<file path="src/rtl/bit_destuffer.sv">
// CAN bit destuffer: drops the bit that follows STUFF_LEN identical bits inside the stuff region.
// Latency: outputs are registered and appear 1 clk after the sp cycle that sampled the bit.
// Backpressure: none; one bit is accepted per sp strobe and all state holds while sp=0.
module bit_destuffer #(
   parameter int STUFF_LEN = 5
) (
   input  logic       clk,
   input  logic       reset,
   input  logic       sp,
   input  logic       rx,
   input  logic       f_stf,
   output logic       bit_out,
   output logic       bit_valid,
   output logic       stuff_drop,
   output logic       stuff_viol,
   output logic [7:0] dbit_cnt
);

   typedef enum logic [1:0] {
      ST_PASS = 2'd0,
      ST_RUN  = 2'd1,
      ST_SKIP = 2'd2
   } state_t;

   localparam logic [2:0] STUFF_LEN_C = 3'(STUFF_LEN);

   state_t     state_q, state_d;
   logic [2:0] run_q, run_d;
   logic       last_q, last_d;
   logic [7:0] dcnt_q, dcnt_d;
   logic       out_q, out_d;
   logic       vld_q, vld_d;
   logic       drop_q, drop_d;
   logic       viol_q, viol_d;

   // Next-state and output decode; everything holds and strobes stay low unless sp samples a bit.
   always_comb begin
      state_d = state_q;
      run_d   = run_q;
      last_d  = last_q;
      dcnt_d  = dcnt_q;
      out_d   = out_q;
      vld_d   = 1'b0;
      drop_d  = 1'b0;
      viol_d  = 1'b0;
      if (sp) begin
         if (f_stf) begin
            // Outside the stuff region every bit passes through; the count is kept for inspection.
            state_d = ST_PASS;
            run_d   = 3'd0;
            out_d   = rx;
            vld_d   = 1'b1;
         end else begin
            unique case (state_q)
               ST_PASS: begin
                  // Entering the stuff region: this bit opens a fresh run and restarts the count.
                  state_d = ST_RUN;
                  run_d   = 3'd1;
                  last_d  = rx;
                  dcnt_d  = 8'd1;
                  out_d   = rx;
                  vld_d   = 1'b1;
               end
               ST_RUN: begin
                  run_d   = (rx == last_q) ? run_q + 3'd1 : 3'd1;
                  last_d  = rx;
                  out_d   = rx;
                  vld_d   = 1'b1;
                  if (dcnt_q != 8'hFF) begin
                     dcnt_d = dcnt_q + 8'd1;
                  end
                  state_d = (run_d == STUFF_LEN_C) ? ST_SKIP : ST_RUN;
               end
               ST_SKIP: begin
                  // The stuff bit is discarded; a same-polarity stuff bit is flagged but still dropped.
                  state_d = ST_RUN;
                  run_d   = 3'd1;
                  last_d  = rx;
                  drop_d  = 1'b1;
                  viol_d  = (rx == last_q);
               end
               default: begin
                  state_d = ST_PASS;
                  run_d   = 3'd0;
               end
            endcase
         end
      end
   end

   // State and output registers with asynchronous reset.
   always_ff @(posedge clk or posedge reset) begin
      if (reset) begin
         state_q <= ST_PASS;
         run_q   <= 3'd0;
         last_q  <= 1'b1;
         dcnt_q  <= 8'd0;
         out_q   <= 1'b1;
         vld_q   <= 1'b0;
         drop_q  <= 1'b0;
         viol_q  <= 1'b0;
      end else begin
         state_q <= state_d;
         run_q   <= run_d;
         last_q  <= last_d;
         dcnt_q  <= dcnt_d;
         out_q   <= out_d;
         vld_q   <= vld_d;
         drop_q  <= drop_d;
         viol_q  <= viol_d;
      end
   end

   assign bit_out    = out_q;
   assign bit_valid  = vld_q;
   assign stuff_drop = drop_q;
   assign stuff_viol = viol_q;
   assign dbit_cnt   = dcnt_q;

endmodule

</file>
<file path="config.mk">
export PLATFORM = sky130hd
export DESIGN_NAME = bit_destuffer
export DESIGN_NICKNAME = d
export VERILOG_FILES = /design/src/rtl/bit_destuffer.sv
export SDC_FILE = /design/constraint.sdc
export NUM_CORES = 1
export LEC_CHECK = 0
export ABC_AREA = 1
export CORE_MARGIN = 1.5
export CORE_UTILIZATION = 58
export CTS_BUF_LIST = sky130_fd_sc_hd__clkbuf_4
export CTS_CLUSTER_DIAMETER = 40
export DETAILED_ROUTE_END_ITERATION = 16
export PLACE_DENSITY = 0.86
export SKIP_CTS_REPAIR_TIMING = 1
export SYNTH_ARGS = -nofsm -noshare
export SYNTH_HDL_FRONTEND = slang
export SYNTH_SLANG_ARGS = --single-unit
export TNS_END_PERCENT = 100
</file>
<file path="constraint.sdc">
create_clock -name clk -period 3.8 [get_ports clk]
set_input_delay 0.57 -clock clk [delete_from_list [all_inputs] [get_ports clk]]
set_output_delay 0.57 -clock clk [all_outputs]
set_load 0.01 [all_outputs]
</file>
==> impl_results.md <==
* Status: finished, final reports clean
* CP Data Required Time at roughly 3.2 ns
* Ys flop type: dfrtp_1
* Synth async-reset ratio at 100%
* DIE HEIGHT at between 40 and 50 microns
* Synthesized area per cell at between 7 and 8 sq um
* Skew final at ~0.0094 ns
* Routed WL per cell at ~12 microns
* Share of the synthesized area in the top cell type at between 40% and 50%
* Rel. slew slack at a little under three fifths
* Share of cells above drive strength 1 at between 10% and 20%
* Final Cycle Share at around half
* Initial DRC Count at 20
* # DRC at 0
* Setup CP Type: flip-flop to primary output
* # IOs at 17
* Final hold slack at around 0.49 ns
* Reg-to-Reg End: state_q[0]
* TritonRoute pass-1 iters at 4
* Antenna violations before repair at 0
* Via density at roughly 5.2
* Fill cells at 126
* Clock Tree Buf Depth at 2
* Setup crit start kind: flip-flop
* Final hold violations at 0
* Diode count at 0
* RSZ-0062 raised after global routing: false
* Worst hold path class: flip-flop to flip-flop
* EDFF count, synth at 0
* Post-DP Area at 1150 sq um
* Crit Path Max Fanout at 2
* Post-Synthesis Cells at 123
* Worst skew pair latency at 0.29 ns
* First-pass GRT wire length at around 3400 microns
* Post-synth top area cell: dfrtp_1
* CP bufs+invs at 1
* Synth Cell Area at 983 sq um
* Die extent in x at about 44 microns
* FF-to-FF path depth at 6
* Register area share after synthesis at between 40% and 50%
* Pwr Total at approximately 0.00042 W
* Core Util, Final at about three quarters
* Worst-Margin Slew at about 0.67 ns
* Area delta synth->final at 19.8%
* CTS tree: built
* Max H-tree Level at 1
* Critical R2R Launch: run_q[0]
* Synthesized Nets at between 100 and 150
* Post-route cell area at approximately 1200 sq um
* Ranking of synthesized cells by area: dfrtp_1 (41%), nand2_1 (14%), inv_1 (5.7%), dfstp_2 (5.3%), nor2_1 (5.0%)
* TNS Setup at 0 ns
* CP arrival at around 1.4 ns
* Sequential cell area at between 400 and 500 sq um
* CTS buffer count at 3
* CTS root buf: clkbuf_4
* R2R setup slack at about 2.3 ns
* Critical path cell sequence: clkdlybuf4s50_1
* Netlist cell types at 22
* Number of synthesis warnings at 0
* DP HPWL at ~1500 microns
* Std cell rows at 14
* Fmax achieved at 521 MHz
* Max Cap Viol at 0
* Core Box Area at ~1500 sq um
* Worst Setup End Kind: primary output
* CTS clk-pin slew, worst paths at approximately 0.10 ns
* Global Route Usage Sum at between 20% and 30%
* Initial Utilization at 63.8%
* PortBufs at 16
* CP delay by family, top: flip-flops
* Peak VDD IR at ~0.23 mV
* Via count at 825
* Post-route ant nets at 0
* Overflow after GRT at 0
* Vias in the first global route at 768
* Multi-input gate area at about 460 sq um
* Pleak at between 0.5 and 0.6 nW
* Period minus WS final at 1.92 ns
* CP startpoint: bit_out
* Full die area at around 2000 sq um
* Crit-path slowest cell: dfstp_2
* Largest net degree at the start of global routing at 19
* Sink Count at 18
* Crit path largest cell delay at 0.54 ns
* Final Max Tran Viols at 0
* Power per cell area at 356 nW/um^2
* Register bit total from synthesis at 18
* RD Place Congestion at ~0.88
* Final wirelength at 1940 microns
* Final #Nets at 150
* Worst path depth at 1
* Setup violations, final at 0
* Worst Setup EP: bit_out
worst min path at each step:
stage	cells after the start	start	slack (ns)	end
final	2	bit_out	0.49	bit_out
after global routing	2	run_q[1]	0.55	run_q[1]
after CTS	2	bit_out	0.50	bit_out
after detailed placement	2	run_q[1]	0.48	run_q[1]
after global placement	2	run_q[1]	0.47	run_q[1]
after floorplan	2	run_q[1]	0.45	run_q[1]
synth_stat cells (2+ instances only):
library cell   n
dfstp_2        2
o21ai_0        7
inv_1         15
nand2_1       36
nand2_2        3
ha_1           2
nor2_4         2
o21ai_2        3
nor2_1        13
nand3_1        8
a21oi_1        2
or2_2          2
o21ai_1        2
xor2_1         3
dfrtp_1       16
flip-flops by register name (all words and copies together), names as in the netlist:
signal      flops
dbit_cnt        8
run_q           3
state_q         2
bit_out         1
bit_valid       1
last_q          1
stuff_drop      1
stuff_viol      1
through the flow:
stage / cells / worst slack, ns
final: 158 / 1.88
after global routing: 158 / 1.83
after floorplan: 123 / 2.48
after detailed placement: 154 / 1.92
after global placement: 154 / 1.98
after CTS: 158 / 1.88
per-layer routing:
layer  wire length [microns]  global-route usage [%]  up-vias
li1                        -                       -      427
met1                     949                    32.5      378
met2                     914                    38.5       16
met3                      52                    3.67        4
met4                      21                    8.48        0
met5                       0                       0        -
cell families after synthesis:
| logic type | after synthesis | share of synthesized area, % |
|---|---|---|
| buffers and inverters | 16 | 7.25 |
| adder cells (fa/ha/maj) | 2 | 2.54 |
| XOR/XNOR | 4 | 3.56 |
| AO/OA/AOI/OAI | 15 | 9.03 |
| AND/OR/NAND/NOR | 68 | 31.6 |
| flip-flops | 18 | 46.1 |
worst register-to-register path: cells and delay by family (launching register included):
family                   cells  cell delay [ns]
AND/OR/NAND/NOR              4             0.48
flip-flops                   1             0.45
adder cells (fa/ha/maj)      1             0.23
AO/OA/AOI/OAI                1             0.22
report_power, final:
| part | leakage (nW) | internal [W] | switching, W | total [W] |
|---|---|---|---|---|
| logic | 0.296 | 0.0000389 | 0.0000477 | 0.0000866 |
| clock network | 0.0184 | 0.0000479 | 0.0000606 | 0.000109 |
| registers | 0.235 | 0.000207 | 0.0000178 | 0.000224 |
| total | 0.549 | 0.000293 | 0.000126 | 0.000420 |
final cells by class:
class,instances,area share (%)
inverter,15,4.78
sequential,18,38.4
multi-input combinational,89,39.0
tap,16,1.70
clock buffer,4,2.55
timing repair buffer,16,13.6
cell usage in the layout (no fill, tap or decap), types with 4 or more instances in the layout:
cell	Yosys	final
dfrtp_1	16	16
nor2_1	13	13
clkdlybuf4s50_1	0	16
nand3_1	8	8
o21ai_0	7	7
nand2_1	36	36
clkbuf_4	0	4
inv_1	15	15
(Power assumes the default switching activity.)
